File: src/rtl/kairo_dbgbus_master_if.sv
// Debug command/response, main-master status and debug bus signals for kairo_dbgbus_master.
interface kairo_dbgbus_master_if;
  logic        CMD_VALID;
  logic        CMD_READY;
  logic        CMD_WRITE;
  logic [3:0]  CMD_WSTB;
  logic [31:0] CMD_ADDR;
  logic [31:0] CMD_WDATA;
  logic        RSP_VALID;
  logic        RSP_READY;
  logic [31:0] RSP_RDATA;
  logic [1:0]  RSP_STATUS;
  logic        M_BUSY;
  logic        SELECT;
  logic        D_VALID;
  logic [3:0]  D_WSTB;
  logic [31:0] D_ADDR;
  logic [31:0] D_WDATA;
  logic        D_READY;
  logic [31:0] D_RDATA;
  logic        D_EXCEPT;

  modport master (
    input  CMD_VALID, CMD_WRITE, CMD_WSTB, CMD_ADDR, CMD_WDATA, RSP_READY,
           M_BUSY, D_READY, D_RDATA, D_EXCEPT,
    output CMD_READY, RSP_VALID, RSP_RDATA, RSP_STATUS, SELECT,
           D_VALID, D_WSTB, D_ADDR, D_WDATA
  );

  modport slave (
    output CMD_VALID, CMD_WRITE, CMD_WSTB, CMD_ADDR, CMD_WDATA, RSP_READY,
           M_BUSY, D_READY, D_RDATA, D_EXCEPT,
    input  CMD_READY, RSP_VALID, RSP_RDATA, RSP_STATUS, SELECT,
           D_VALID, D_WSTB, D_ADDR, D_WDATA
  );
endinterface

File: src/rtl/kairo_dbgbus_master.sv
// Debug bus master: takes one debug command, acquires the shared bus once the main
// master is idle, runs a single D_* transaction with timeout and returns data/status.
module kairo_dbgbus_master #(
  parameter int unsigned TIMEOUT_W = 8,
  parameter int unsigned TIMEOUT   = 255
) (
  input  logic                   CLK,
  input  logic                   RST_N,
  kairo_dbgbus_master_if.master  bus
);

  localparam logic [1:0] S_IDLE = 2'd0;
  localparam logic [1:0] S_ACQ  = 2'd1;
  localparam logic [1:0] S_REQ  = 2'd2;
  localparam logic [1:0] S_RSP  = 2'd3;

  localparam bit                   TO_EN   = (TIMEOUT != 0);
  localparam logic [TIMEOUT_W-1:0] TO_LAST = TIMEOUT_W'(TIMEOUT - 1);

  logic [1:0]           state_q,  state_d;
  logic                 write_q,  write_d;
  logic [3:0]           wstb_q,   wstb_d;
  logic [31:0]          addr_q,   addr_d;
  logic [31:0]          wdata_q,  wdata_d;
  logic [31:0]          rdata_q,  rdata_d;
  logic [1:0]           status_q, status_d;
  logic                 select_q, select_d;
  logic [TIMEOUT_W-1:0] cnt_q,    cnt_d;

  always_comb begin
    state_d  = state_q;
    write_d  = write_q;
    wstb_d   = wstb_q;
    addr_d   = addr_q;
    wdata_d  = wdata_q;
    rdata_d  = rdata_q;
    status_d = status_q;
    select_d = select_q;
    cnt_d    = cnt_q;
    case (state_q)
      S_IDLE: begin
        if (bus.CMD_VALID) begin
          write_d = bus.CMD_WRITE;
          wstb_d  = bus.CMD_WRITE ? bus.CMD_WSTB : 4'b0000;
          addr_d  = bus.CMD_ADDR;
          wdata_d = bus.CMD_WDATA;
          state_d = S_ACQ;
        end
      end
      S_ACQ: begin
        // Only take the bus once the main master has no transfer outstanding.
        if (!bus.M_BUSY) begin
          select_d = 1'b1;
          cnt_d    = '0;
          state_d  = S_REQ;
        end
      end
      S_REQ: begin
        // D_READY is checked first so it wins over a simultaneous timeout.
        if (bus.D_READY) begin
          rdata_d  = write_q ? '0 : bus.D_RDATA;
          status_d = bus.D_EXCEPT ? 2'b01 : 2'b00;
          select_d = 1'b0;
          state_d  = S_RSP;
        end else if (TO_EN && (cnt_q == TO_LAST)) begin
          rdata_d  = '0;
          status_d = 2'b10;
          select_d = 1'b0;
          state_d  = S_RSP;
        end else if (cnt_q != '1) begin
          cnt_d = cnt_q + TIMEOUT_W'(1);
        end
      end
      S_RSP: begin
        if (bus.RSP_READY) state_d = S_IDLE;
      end
      default: state_d = S_IDLE;
    endcase
  end

  always_ff @(posedge CLK or negedge RST_N) begin
    if (!RST_N) begin
      state_q  <= S_IDLE;
      write_q  <= 1'b0;
      wstb_q   <= '0;
      addr_q   <= '0;
      wdata_q  <= '0;
      rdata_q  <= '0;
      status_q <= '0;
      select_q <= 1'b0;
      cnt_q    <= '0;
    end else begin
      state_q  <= state_d;
      write_q  <= write_d;
      wstb_q   <= wstb_d;
      addr_q   <= addr_d;
      wdata_q  <= wdata_d;
      rdata_q  <= rdata_d;
      status_q <= status_d;
      select_q <= select_d;
      cnt_q    <= cnt_d;
    end
  end

  assign bus.CMD_READY  = (state_q == S_IDLE);
  assign bus.RSP_VALID  = (state_q == S_RSP);
  assign bus.D_VALID    = (state_q == S_REQ);
  assign bus.SELECT     = select_q;
  assign bus.D_WSTB     = wstb_q;
  assign bus.D_ADDR     = addr_q;
  assign bus.D_WDATA    = wdata_q;
  assign bus.RSP_RDATA  = rdata_q;
  assign bus.RSP_STATUS = status_q;

endmodule

File: src/flat_wrapper.sv
// flat-port wrapper written by rule: the top's interface ports become plain ports
module kairo_dbgbus_master_flat 
#(
  parameter int unsigned TIMEOUT_W = 8,
  parameter int unsigned TIMEOUT   = 255
)
  (CLK, RST_N, bus_CMD_VALID, bus_CMD_WRITE, bus_CMD_WSTB, bus_CMD_ADDR, bus_CMD_WDATA, bus_RSP_READY, bus_M_BUSY, bus_D_READY, bus_D_RDATA, bus_D_EXCEPT, bus_CMD_READY, bus_RSP_VALID, bus_RSP_RDATA, bus_RSP_STATUS, bus_SELECT, bus_D_VALID, bus_D_WSTB, bus_D_ADDR, bus_D_WDATA);
  kairo_dbgbus_master_if bus_i ();
  input  logic CLK;
  input  logic RST_N;
  input wire logic [$bits(bus_i.CMD_VALID)-1:0] bus_CMD_VALID;
  input wire logic [$bits(bus_i.CMD_WRITE)-1:0] bus_CMD_WRITE;
  input wire logic [$bits(bus_i.CMD_WSTB)-1:0] bus_CMD_WSTB;
  input wire logic [$bits(bus_i.CMD_ADDR)-1:0] bus_CMD_ADDR;
  input wire logic [$bits(bus_i.CMD_WDATA)-1:0] bus_CMD_WDATA;
  input wire logic [$bits(bus_i.RSP_READY)-1:0] bus_RSP_READY;
  input wire logic [$bits(bus_i.M_BUSY)-1:0] bus_M_BUSY;
  input wire logic [$bits(bus_i.D_READY)-1:0] bus_D_READY;
  input wire logic [$bits(bus_i.D_RDATA)-1:0] bus_D_RDATA;
  input wire logic [$bits(bus_i.D_EXCEPT)-1:0] bus_D_EXCEPT;
  output wire logic [$bits(bus_i.CMD_READY)-1:0] bus_CMD_READY;
  output wire logic [$bits(bus_i.RSP_VALID)-1:0] bus_RSP_VALID;
  output wire logic [$bits(bus_i.RSP_RDATA)-1:0] bus_RSP_RDATA;
  output wire logic [$bits(bus_i.RSP_STATUS)-1:0] bus_RSP_STATUS;
  output wire logic [$bits(bus_i.SELECT)-1:0] bus_SELECT;
  output wire logic [$bits(bus_i.D_VALID)-1:0] bus_D_VALID;
  output wire logic [$bits(bus_i.D_WSTB)-1:0] bus_D_WSTB;
  output wire logic [$bits(bus_i.D_ADDR)-1:0] bus_D_ADDR;
  output wire logic [$bits(bus_i.D_WDATA)-1:0] bus_D_WDATA;
  assign bus_i.CMD_VALID = bus_CMD_VALID;
  assign bus_i.CMD_WRITE = bus_CMD_WRITE;
  assign bus_i.CMD_WSTB = bus_CMD_WSTB;
  assign bus_i.CMD_ADDR = bus_CMD_ADDR;
  assign bus_i.CMD_WDATA = bus_CMD_WDATA;
  assign bus_i.RSP_READY = bus_RSP_READY;
  assign bus_i.M_BUSY = bus_M_BUSY;
  assign bus_i.D_READY = bus_D_READY;
  assign bus_i.D_RDATA = bus_D_RDATA;
  assign bus_i.D_EXCEPT = bus_D_EXCEPT;
  assign bus_CMD_READY = bus_i.CMD_READY;
  assign bus_RSP_VALID = bus_i.RSP_VALID;
  assign bus_RSP_RDATA = bus_i.RSP_RDATA;
  assign bus_RSP_STATUS = bus_i.RSP_STATUS;
  assign bus_SELECT = bus_i.SELECT;
  assign bus_D_VALID = bus_i.D_VALID;
  assign bus_D_WSTB = bus_i.D_WSTB;
  assign bus_D_ADDR = bus_i.D_ADDR;
  assign bus_D_WDATA = bus_i.D_WDATA;
  kairo_dbgbus_master #(.TIMEOUT_W(TIMEOUT_W), .TIMEOUT(TIMEOUT)) u_core (.CLK(CLK), .RST_N(RST_N), .bus(bus_i));
endmodule
File: config.mk
export PLATFORM = sky130hd
export DESIGN_NAME = kairo_dbgbus_master_flat
export DESIGN_NICKNAME = d
export VERILOG_FILES = /design/src/rtl/kairo_dbgbus_master_if.sv /design/src/rtl/kairo_dbgbus_master.sv /design/src/flat_wrapper.sv
export SDC_FILE = /design/constraint.sdc
export NUM_CORES = 1
export LEC_CHECK = 0
export CORE_ASPECT_RATIO = 1.25
export CORE_MARGIN = 5
export CORE_UTILIZATION = 36
export CTS_CLUSTER_DIAMETER = 100
export DETAILED_ROUTE_END_ITERATION = 7
export MAX_ROUTING_LAYER = met4
export PLACE_DENSITY_LB_ADDON = 0.25
export RECOVER_POWER = 25
export SLEW_MARGIN = 40
export SYNTH_ARGS = -nofsm -noshare
export SYNTH_HDL_FRONTEND = slang
export SYNTH_SLANG_ARGS = --single-unit
File: constraint.sdc
create_clock -name CLK -period 3.1 [get_ports CLK]
set_input_delay 0.465 -clock CLK [delete_from_list [all_inputs] [get_ports CLK]]
set_output_delay 0.465 -clock CLK [all_outputs]
set_load 0.02 [all_outputs]
==> implementation parameters, run 1 <==
Parameter                              Value

Outcome
  Outcome    finished with violations
  Violated checks    capacitance limit, slew limit

Clock tree
  Clk slew on worst S/H paths    about 0.050 ns
  CTS root buffer    sky130_fd_sc_hd__clkbuf_16
  Sinks on the clock net    roughly 110
  CTS tree    yes
  Number of setup buffers added after CTS    0
  Buffers from clock root to sink, at most    2
  Clock latency at the later pin of the worst-skew pair    0.41 ns
  Count of instances resized after the clock tree is built    0
  Htree depth    4
  Number of buffers created by CTS    17
  CTS Hold Buffers Added    0

Worst hold path
  Tightest Hold Check Type    reg -> reg
  Startpoint of the worst hold path    u_core.bus.D_WSTB[1]
  Destination of the worst hold path    u_core.bus.D_WSTB[1]
  Worst Hold Depth    2

Power
  Pwr per Cell Area    1057 nW/µm²
  Total net switching power    roughly 2600 µW
  Switching Fraction    34.30%
  Post-layout power    about 7700 µW
  Peak supply drop    0.5352 mV
  Clock power frac    a little over a fifth
  Leakage dissipation    between 0.003 and 0.004 µW
  Sequential power share    between 30% and 40%
  Share of total power in combinational logic    around 46%
  Internal power summed over all cells    slightly above 5000 µW

Critical path
  Worst Path Max Fanout    19
  Crit Path Category    reg -> out
  FF-to-FF path depth    6
  Minimum setup slack among reg-to-reg paths    approximately 0.75 ns
  Slowest cell on crit path    sky130_fd_sc_hd__clkdlybuf4s50_1
  Worst endpoint data arrival time    2.29 ns
  Kind of start point of the critical path    flop
  CP cell instances    inv_1, ha_1, clkdlybuf4s50_1
  Endpoint class of the critical path    output port
  Largest stage delay on the critical path    between 0.7 and 0.8 ns
  Capturing point of the worst reg2reg path    u_core.cnt_q[2]
  Reg-to-reg critical path startpoint    u_core.state_q[0]
  Worst path required time    ~2.6 ns
  CP Buf/Inv Count    2
  Cell family with most CP delay    buffers and inverters

Layout
  Fraction of final layout cells sized beyond drive strength 1    between 10% and 20%
  Footprint of the multi-input gates    about 1500 µm²
  FILL cells    ~1k
  Leading cell type in the layout, fill and taps excluded    sky130_fd_sc_hd__clkdlybuf4s50_1
  Layout-stage area growth over the synthesis result    62.17%
  Sequential standard cell area    ~2900 µm²
  Net total in the final layout    ~650
  Most used cells in the layout excluding fill and tap cells    sky130_fd_sc_hd__clkdlybuf4s50_1, sky130_fd_sc_hd__dfrtp_1, sky130_fd_sc_hd__mux2_2
  Number of diodes    0

Floorplanning
  Site row count    45
  Top Ports    214
  Area of the core    approximately 12000 µm²
  Horizontal die dimension    between 100 and 150 µm
  Die boundary height    135.0 µm
  Area of the die    14840 µm²
  Starting density of the core    36.82%

Logic synthesis
  Count of flip-flops with a built-in enable after synthesis    0
  Post-synth ARST share    between 90% and 100%
  Count of state elements after synthesis    between 100 and 150
  Count of distinct cell types in the synthesized netlist    33
  Sequential share of the synthesized area    ~63%
  Number of cells produced by synthesis    313
  Post-Synthesis Net Count    428
  Post-Synthesis Cell Area    between 4000 and 5000 µm²
  Warnings from Yosys    0
  Most used DFF post-synth    sky130_fd_sc_hd__dfrtp_1
  Synth Area per Inst    around 14 µm²

Drt
  Routed wire length    12440 µm
  Post-route DRC    0
  Vias per cell    4.777
  Post-DR wirelength/cell    17.60 µm
  Antenna viol nets, final    0
  Pre-antenna DRT Iters    4
  Number of DRC markers after the initial detailed-route iteration    around 170
  Via count    about 3.4k

Flow run
  Max_cap viols    1

Timing
  Number of setup violations in the final report    0
  Tcrit/Tclk final    just under 90%
  Tmin final    between 2 and 3 ns
  Total count of hold-check failures in the final report    0
  Final-layout worst hold slack    between 0.4 and 0.5 ns
  Final total negative setup slack    0 ns
  Headroom to the max-slew limit    -28.93%
  Pin slew with the least headroom to its limit    approximately 1.9 ns
  Achievable frequency    0.3632 GHz
  Unrepaired setup endpoints after global routing    false
  Layout Skew    about 0.0056 ns
  Count of final max-slew check failures    38

Place
  Post-detailed-placement half-perimeter wirelength    a little over 9000 µm
  Routability-driven placement congestion ratio    around 0.87
  Count of input and output buffers    213

GRT
  Aggregate global-route resource usage    17.81%
  Grt ovf    0
  Pin count of the biggest net entering global routing    74
  Global-route wire length before repair    19400 µm
  Number of global-route vias before repair    around 3.7k
  Number of antenna violations at the first check in global routing    0
[power groups by stage]
stage | clock network [µW] | registers, µW | logic, µW
2_1_floorplan | 0 | 3260 | 1090
3_3_place_gp | 0 | 2490 | 3500
3_5_place_dp | 0 | 2530 | 3560
4_1_cts | 1740 | 2510 | 3580
5_1_grt | 1810 | 2600 | 3730
6_report | 1690 | 2500 | 3510
[synth_stat cells, drive strengths merged (3+ instances only)]
cell type	count	area (µm²)
a21oi	3	15.01
a22o	33	289.0
buf	6	55.05
clkbuf	11	41.29
dfrtp	114	2853
ha	7	87.58
inv	10	37.54
mux2	66	743.2
nand2	20	75.07
nand3	4	20.02
nor2	5	18.77
o21ai	8	40.04
[layer usage]
metal  routed length, µm  track usage [%]  share of wire, %  vias to the layer above
met3                 885            5.643               7.1                       24
li1                    -                -                 -                     1570
met1                4437            18.26                36                     1653
met4                 434            9.702               3.5                        0
met2                6686            29.86                54                      130
met5                   0                -                 0                        -
[logic make-up (layout without fill, tap and decap cells)]
| kind of cell | Yosys count | in the layout | synth area share [%] |
|---|---|---|---|
| AO/OA/AOI/OAI | 58 | 58 | 10.32 |
| adder cells (fa/ha/maj) | 7 | 7 | 1.947 |
| multiplexers | 67 | 67 | 16.75 |
| AND/OR/NAND/NOR | 40 | 40 | 4.590 |
| buffers and inverters | 27 | 257 | 2.976 |
| flip-flops | 114 | 114 | 63.42 |
[worst reg2reg max path, stage by stage (launching register included)]
cell	delay (ns)
sky130_fd_sc_hd__dfrtp_1	0.40
sky130_fd_sc_hd__inv_1	0.12
sky130_fd_sc_hd__ha_1	0.61
sky130_fd_sc_hd__nor2b_1	0.25
sky130_fd_sc_hd__nand2_1	0.17
sky130_fd_sc_hd__o32a_1	0.34
sky130_fd_sc_hd__a211o_1	0.34
[sequential cells by signal (all words and copies together), names as in the netlist]
| signal | count |
|---|---|
| u_core.bus.D_ADDR | 32 |
| u_core.write_q | 1 |
| u_core.state_q | 2 |
| u_core.cnt_q | 8 |
| u_core.bus.D_WDATA | 32 |
| u_core.bus.D_WSTB | 4 |
| u_core.bus.RSP_STATUS | 2 |
| u_core.bus.RSP_RDATA | 32 |
| u_core.bus.SELECT | 1 |
[stage by stage]
stage	area (µm²)	setup slack, ns	util (%)	cells
floorplan	4498	1.085	-	313
global placement	6797	0.8212	55.63	677
detailed placement	6797	0.7737	55.63	677
CTS	7311	0.3123	59.84	707
global route	7295	0.1902	59.70	707
finish	7295	0.3468	59.70	707
[worst max path at each step]
stage	startpoint	end	slack, ns	cells after the start
5_1_grt	RST_N	u_core.bus.D_WDATA[21]	0.19	2
2_1_floorplan	u_core.state_q[0]	u_core.cnt_q[5]	1.09	8
3_3_place_gp	u_core.state_q[0]	bus_D_VALID	0.82	3
3_5_place_dp	u_core.state_q[0]	bus_D_VALID	0.77	3
4_1_cts	u_core.state_q[0]	bus_D_VALID	0.31	3
6_report	u_core.state_q[0]	bus_D_VALID	0.35	3
[cell type report]
cell class,count,area share [%]
clock buffers,24,6.604
clock inverters,6,0.4460
multi-input cells,172,20.79
well taps,164,2.813
flip-flops and latches,114,39.11
inverters,10,0.5146
repair buffers,217,29.73
No activity file was read; power rests on OpenSTA's default activity.
==> run 2: changes to the inputs <==
DONT_BUFFER_PORTS = 1   (was not set)
==> run 2 against run 1 <==
The run ends with hold timing left; power is 15% lower; largest power group is now sequential cells; cell area is 28% lower; critical path type is now reg -> reg; combinational power is 65% lower.
==> implementation parameters, run 2 (same netlist as run 1, synthesis figures left out) <==
Parameter                              Value

Clock tree
  Clock latency at the later pin of the worst-skew pair    approximately 0.4 ns
  CTS tree    yes
  Number of buffers created by CTS    17
  CTS root buffer    sky130_fd_sc_hd__clkbuf_16
  Count of instances resized after the clock tree is built    0
  Htree depth    4
  Clk slew on worst S/H paths    around 0.06 ns
  Buffers from clock root to sink, at most    2
  Sinks on the clock net    114

Floorplanning
  Area of the core    12220 µm²
  Area of the die    ~15000 µm²
  Top Ports    roughly 210
  Horizontal die dimension    around 110 µm
  Site row count    45
  Starting density of the core    36.82%
  Die boundary height    about 130 µm

Layout
  Footprint of the multi-input gates    about 1500 µm²
  Fraction of final layout cells sized beyond drive strength 1    roughly a third
  Most used cells in the layout excluding fill and tap cells    sky130_fd_sc_hd__dfrtp_1, sky130_fd_sc_hd__mux2_2, sky130_fd_sc_hd__a22o_1
  FILL cells    roughly 1.1k
  Layout-stage area growth over the synthesis result    16.50%
  Number of diodes    0
  Sequential standard cell area    about 2900 µm²
  Net total in the final layout    433
  Leading cell type in the layout, fill and taps excluded    sky130_fd_sc_hd__dfrtp_1

Drt
  Vias per cell    between 5 and 6
  Routed wire length    ~10000 µm
  Pre-antenna DRT Iters    4
  Antenna viol nets, final    0
  Post-route DRC    0
  Post-DR wirelength/cell    20.78 µm
  Number of DRC markers after the initial detailed-route iteration    120
  Via count    between 2k and 3k

Critical path
  Kind of start point of the critical path    flop
  Endpoint class of the critical path    flop
  Worst Path Max Fanout    8
  Worst path required time    between 3 and 4 ns
  Worst endpoint data arrival time    2.42 ns
  Crit Path Category    reg -> reg

Power
  Peak supply drop    between 0.4 and 0.5 mV
  Total net switching power    ~2500 µW
  Clock power frac    between 20 and 30%
  Sequential power share    between 50% and 60%
  Switching Fraction    between 30 and 40%
  Leakage dissipation    0.002358 µW
  Share of total power in combinational logic    18.6%
  Internal power summed over all cells    roughly 4100 µW
  Post-layout power    around 6600 µW
  Pwr per Cell Area    1255 nW/µm²

Place
  Post-detailed-placement half-perimeter wirelength    7412 µm
  Count of input and output buffers    0
  Routability-driven placement congestion ratio    0.7904

Worst hold path
  Tightest Hold Check Type    in -> async

Flow run
  Max_cap viols    0

Timing
  Count of final max-slew check failures    0
  Total count of hold-check failures in the final report    between 100 and 150
  Achievable frequency    around 0.47 GHz
  Final total negative setup slack    0 ns
  Final-layout worst hold slack    -0.2364 ns
  Pin slew with the least headroom to its limit    a little over 0.4 ns
  Tcrit/Tclk final    68.99%
  Unrepaired setup endpoints after global routing    false
  Headroom to the max-slew limit    between 70 and 80%
  Tmin final    between 2 and 2.5 ns
  Layout Skew    between 0.009 and 0.01 ns
  Number of setup violations in the final report    0

GRT
  Number of global-route vias before repair    2735
  Grt ovf    0
  Number of antenna violations at the first check in global routing    0
  Pin count of the biggest net entering global routing    115
  Aggregate global-route resource usage    around 14%
  Global-route wire length before repair    between 15000 and 20000 µm

Outcome
  Outcome    finished with violations
  Violated checks    hold timing
## run 2: area by class of cell
class / count / share of cell area (%)
flip-flops and latches: 114 / 54.44
multi-input cells: 172 / 28.94
well taps: 164 / 3.916
inverters: 10 / 0.7163
clock inverters: 13 / 3.056
clock buffers: 19 / 8.262
repair buffers: 3 / 0.6686
## run 2: critical path, stage by stage (launching register included)
cell,delay (ns)
sky130_fd_sc_hd__dfrtp_1,0.42
sky130_fd_sc_hd__inv_1,0.13
sky130_fd_sc_hd__ha_1,0.42
sky130_fd_sc_hd__nor2b_1,0.22
sky130_fd_sc_hd__nand2_1,0.15
sky130_fd_sc_hd__o32a_1,0.35
sky130_fd_sc_hd__a211o_1,0.33
## run 2: final timing paths
path	startpoint	to	slack (ns)	depth (start not counted)
max	u_core.state_q[0]	u_core.cnt_q[5]	0.96	6
min	RST_N	u_core.cnt_q[2]	-0.24	0
max reg2reg	u_core.state_q[0]	u_core.cnt_q[5]	0.96	6
min reg2reg	u_core.write_q	u_core.write_q	0.53	1
max in group asynchronous	RST_N	u_core.bus.RSP_RDATA[26]	3.07	0
min in group CLK	bus_D_READY	u_core.bus.RSP_STATUS[1]	0.15	1
## run 2: timing repair
action,4_1_cts,5_1_grt
buffers inserted,0,0
setup endpoints to repair,0,0
hold endpoints to repair,114,114
## run 2: metrics by stage
stage          setup WS [ns]  hold slack (ns)  area [µm²]  utilization (%)  cells
3_3_place_gp           1.042           0.1739        4647            38.03    463
6_report              0.9612          -0.2364        5240            42.89    495
3_5_place_dp          0.9651           0.1733        4647            38.03    463
5_1_grt               0.8390          -0.2637        5240            42.89    495
2_1_floorplan          1.085           0.1694        4498                -    313
4_1_cts               0.9511          -0.2563        5240            42.89    495
## run 2: power groups by stage
| stage | clock, µW | sequential [µW] | combinational [µW] |
|---|---|---|---|
| finish | 1930 | 3420 | 1220 |
| global route | 2050 | 3500 | 1360 |
| CTS | 1980 | 3450 | 1240 |
| detailed placement | 0 | 3470 | 1240 |
| global placement | 0 | 3460 | 1180 |
| floorplan | 0 | 3260 | 1090 |
## run 2: per-layer routing
layer  global-route usage (%)  routed length [µm]  up-vias
li1                         -                   -     1143
met1                    14.48                3620     1259
met2                    23.58                5623      109
met3                    5.069                 877        9
met4                    6.306                 164        0
met5                        -                   0        -
==> run 3: changes to the inputs <==
clock period = 1.95 ns   (was 3.1 ns; I/O delays follow)
==> run 3 against run 2 <==
The flow still finishes with violations (hold timing); global-route usage up 0.36 points; non-clock buffer count up 8; critical path depth stayed put; first-iteration DRC count rose by 56%; maximum frequency is 16% higher; final cell count rose by 1.6%; power is 63% higher; die area is the same; sequential share of layout area shrank 1.2 points; largest cell class unchanged.
==> implementation parameters, run 3 (same netlist as run 1, synthesis figures left out) <==
Parameter                              Value

Outcome
  Outcome    finished with violations
  Violated checks    hold timing

Place
  Post-detailed-placement half-perimeter wirelength    about 7500 µm
  Minimum setup slack after placement    0.1344 ns
  Count of input and output buffers    0
  Routability-driven placement congestion ratio    0.7817

Clock tree
  Clk slew on worst S/H paths    ~0.050 ns
  Buffers from clock root to sink, at most    2
  Number of buffers created by CTS    17
  CTS tree    yes
  CTS Hold Buffers Added    1
  Htree depth    4
  Clock latency at the later pin of the worst-skew pair    ~0.40 ns
  Sinks on the clock net    114
  CTS root buffer    sky130_fd_sc_hd__clkbuf_16

Floorplanning
  Horizontal die dimension    about 110 µm
  Area of the core    about 12000 µm²
  Starting density of the core    a little under two fifths
  Top Ports    between 200 and 250
  Area of the die    approximately 15000 µm²
  Die boundary height    135.0 µm
  Site row count    45

Critical path
  Capturing point of the worst reg2reg path    u_core.bus.RSP_RDATA[6]
  Reg-to-reg critical path startpoint    u_core.cnt_q[0]
  Kind of start point of the critical path    flop
  Crit Path Category    reg -> reg
  Worst endpoint data arrival time    approximately 2.1 ns
  Minimum setup slack among reg-to-reg paths    0.11 ns
  FF-to-FF path depth    6
  Endpoint class of the critical path    flop
  Worst Path Max Fanout    33
  Worst path required time    roughly 2.2 ns

Drt
  Post-DR wirelength/cell    about 21 µm
  Routed wire length    10430 µm
  Pre-antenna DRT Iters    4
  Antenna viol nets, final    0
  Number of DRC markers after the initial detailed-route iteration    187
  Post-route DRC    0
  Via count    around 2.6k
  Vias per cell    5.229

GRT
  Pin count of the biggest net entering global routing    approximately 120
  Number of global-route vias before repair    between 2k and 3k
  Global-route wire length before repair    around 16000 µm
  Grt ovf    0
  Number of antenna violations at the first check in global routing    2
  Aggregate global-route resource usage    roughly 14%

Layout
  Net total in the final layout    441
  Layout-stage area growth over the synthesis result    19.05%
  FILL cells    between 1k and 1.5k
  Leading cell type in the layout, fill and taps excluded    sky130_fd_sc_hd__dfrtp_1
  Fraction of final layout cells sized beyond drive strength 1    roughly a third
  Most used cells in the layout excluding fill and tap cells    sky130_fd_sc_hd__dfrtp_1, sky130_fd_sc_hd__mux2_2, sky130_fd_sc_hd__a22o_1

Timing
  Setup slack of the critical path after layout    roughly 0.11 ns
  Total count of hold-check failures in the final report    ~110
  Unrepaired setup endpoints after global routing    false
  Headroom to the max-slew limit    approximately 76%
  Pin slew with the least headroom to its limit    0.3572 ns
  Count of final max-slew check failures    0
  Final-layout worst hold slack    -0.4121 ns
  Layout Skew    about 0.0085 ns
  Tcrit/Tclk final    roughly 95%
  Tmin final    about 1.8 ns
  Number of setup violations in the final report    0
  Achievable frequency    roughly 0.54 GHz
  Final total negative setup slack    0 ns

Flow run
  Max_cap viols    0

Power
  Pwr per Cell Area    ~2000 nW/µm²
  Peak supply drop    between 0.7 and 0.8 mV
  Leakage dissipation    between 0.002 and 0.0025 µW

Worst hold path
  Tightest Hold Check Type    in -> async
[run 3: cell count changes in the layout (fill, tap and decap cells not counted), moves of 2 or more]
cell | previous run | this run
sky130_fd_sc_hd__clkbuf_8 | 0 | 3
sky130_fd_sc_hd__clkinv_4 | 3 | 0
sky130_fd_sc_hd__clkbuf_1 | 2 | 0
sky130_fd_sc_hd__diode_2 | 0 | 2
sky130_fd_sc_hd__buf_4 | 2 | 8
[run 3: worst max-delay path by stage]
stage | start | to
2_1_floorplan | u_core.state_q[0] | u_core.cnt_q[5]
3_3_place_gp | u_core.cnt_q[0] | u_core.bus.RSP_RDATA[2]
3_5_place_dp | u_core.cnt_q[0] | u_core.bus.RSP_RDATA[0]
4_1_cts | u_core.cnt_q[0] | u_core.bus.RSP_RDATA[0]
5_1_grt | u_core.cnt_q[0] | u_core.bus.RSP_RDATA[2]
6_report | u_core.cnt_q[0] | u_core.bus.RSP_RDATA[6]
[run 3: final cells by class]
cell class              count  area [µm²]  share of cell area [%]
inverters                  10       37.54                  0.7009
diodes                      2       5.005                 0.09346
multi-input cells         172        1520                   28.39
well taps                 164       205.2                   3.832
repair buffers             11       110.1                   2.056
flip-flops and latches    114        2853                   53.27
clock inverters            10       157.7                   2.944
clock buffers              20       466.7                   8.715
[run 3: metal layers]
layer	track usage (%)	wire length (µm)
met1	15.26	3623
met3	5.595	1049
met2	23.21	5552
met4	6.999	207
met5	-	0
[run 3: worst max-delay path, stage by stage (launching register included)]
cell and delay [ns]:
sky130_fd_sc_hd__dfrtp_1 0.40, sky130_fd_sc_hd__inv_1 0.11, sky130_fd_sc_hd__ha_1 0.20, sky130_fd_sc_hd__inv_1 0.05
sky130_fd_sc_hd__o31a_1 0.33, sky130_fd_sc_hd__nand2b_4 0.31, sky130_fd_sc_hd__a22o_1 0.30
[run 3: timing repair]
action,CTS,global route
hold endpoints to repair,115,114
resized for setup,0,1
endpoints found under the setup margin,0,17
setup buffers,0,0
[run 3: stage by stage]
step           hold slack [ns]  cells  cell area [µm²]  util, %  power (µW)
2_1_floorplan        -0.003091    313             4503        -        6917
3_3_place_gp         0.0001869    470             4715    38.59        7487
3_5_place_dp         0.0003685    470             4715    38.59        7572
4_1_cts                -0.4351    501             5349    43.78       10880
5_1_grt                -0.4349    503             5355    43.83       11270
6_report               -0.4121    503             5355    43.83       10720
[run 3: report_power, final]
part / switching (µW) / total (µW) / leakage [µW] / internal, µW
logic: 834 / 2030 / 0.000705 / 1200
clock network: 1020 / 3240 / 0.000300 / 2220
registers: 2040 / 5460 / 0.00141 / 3420
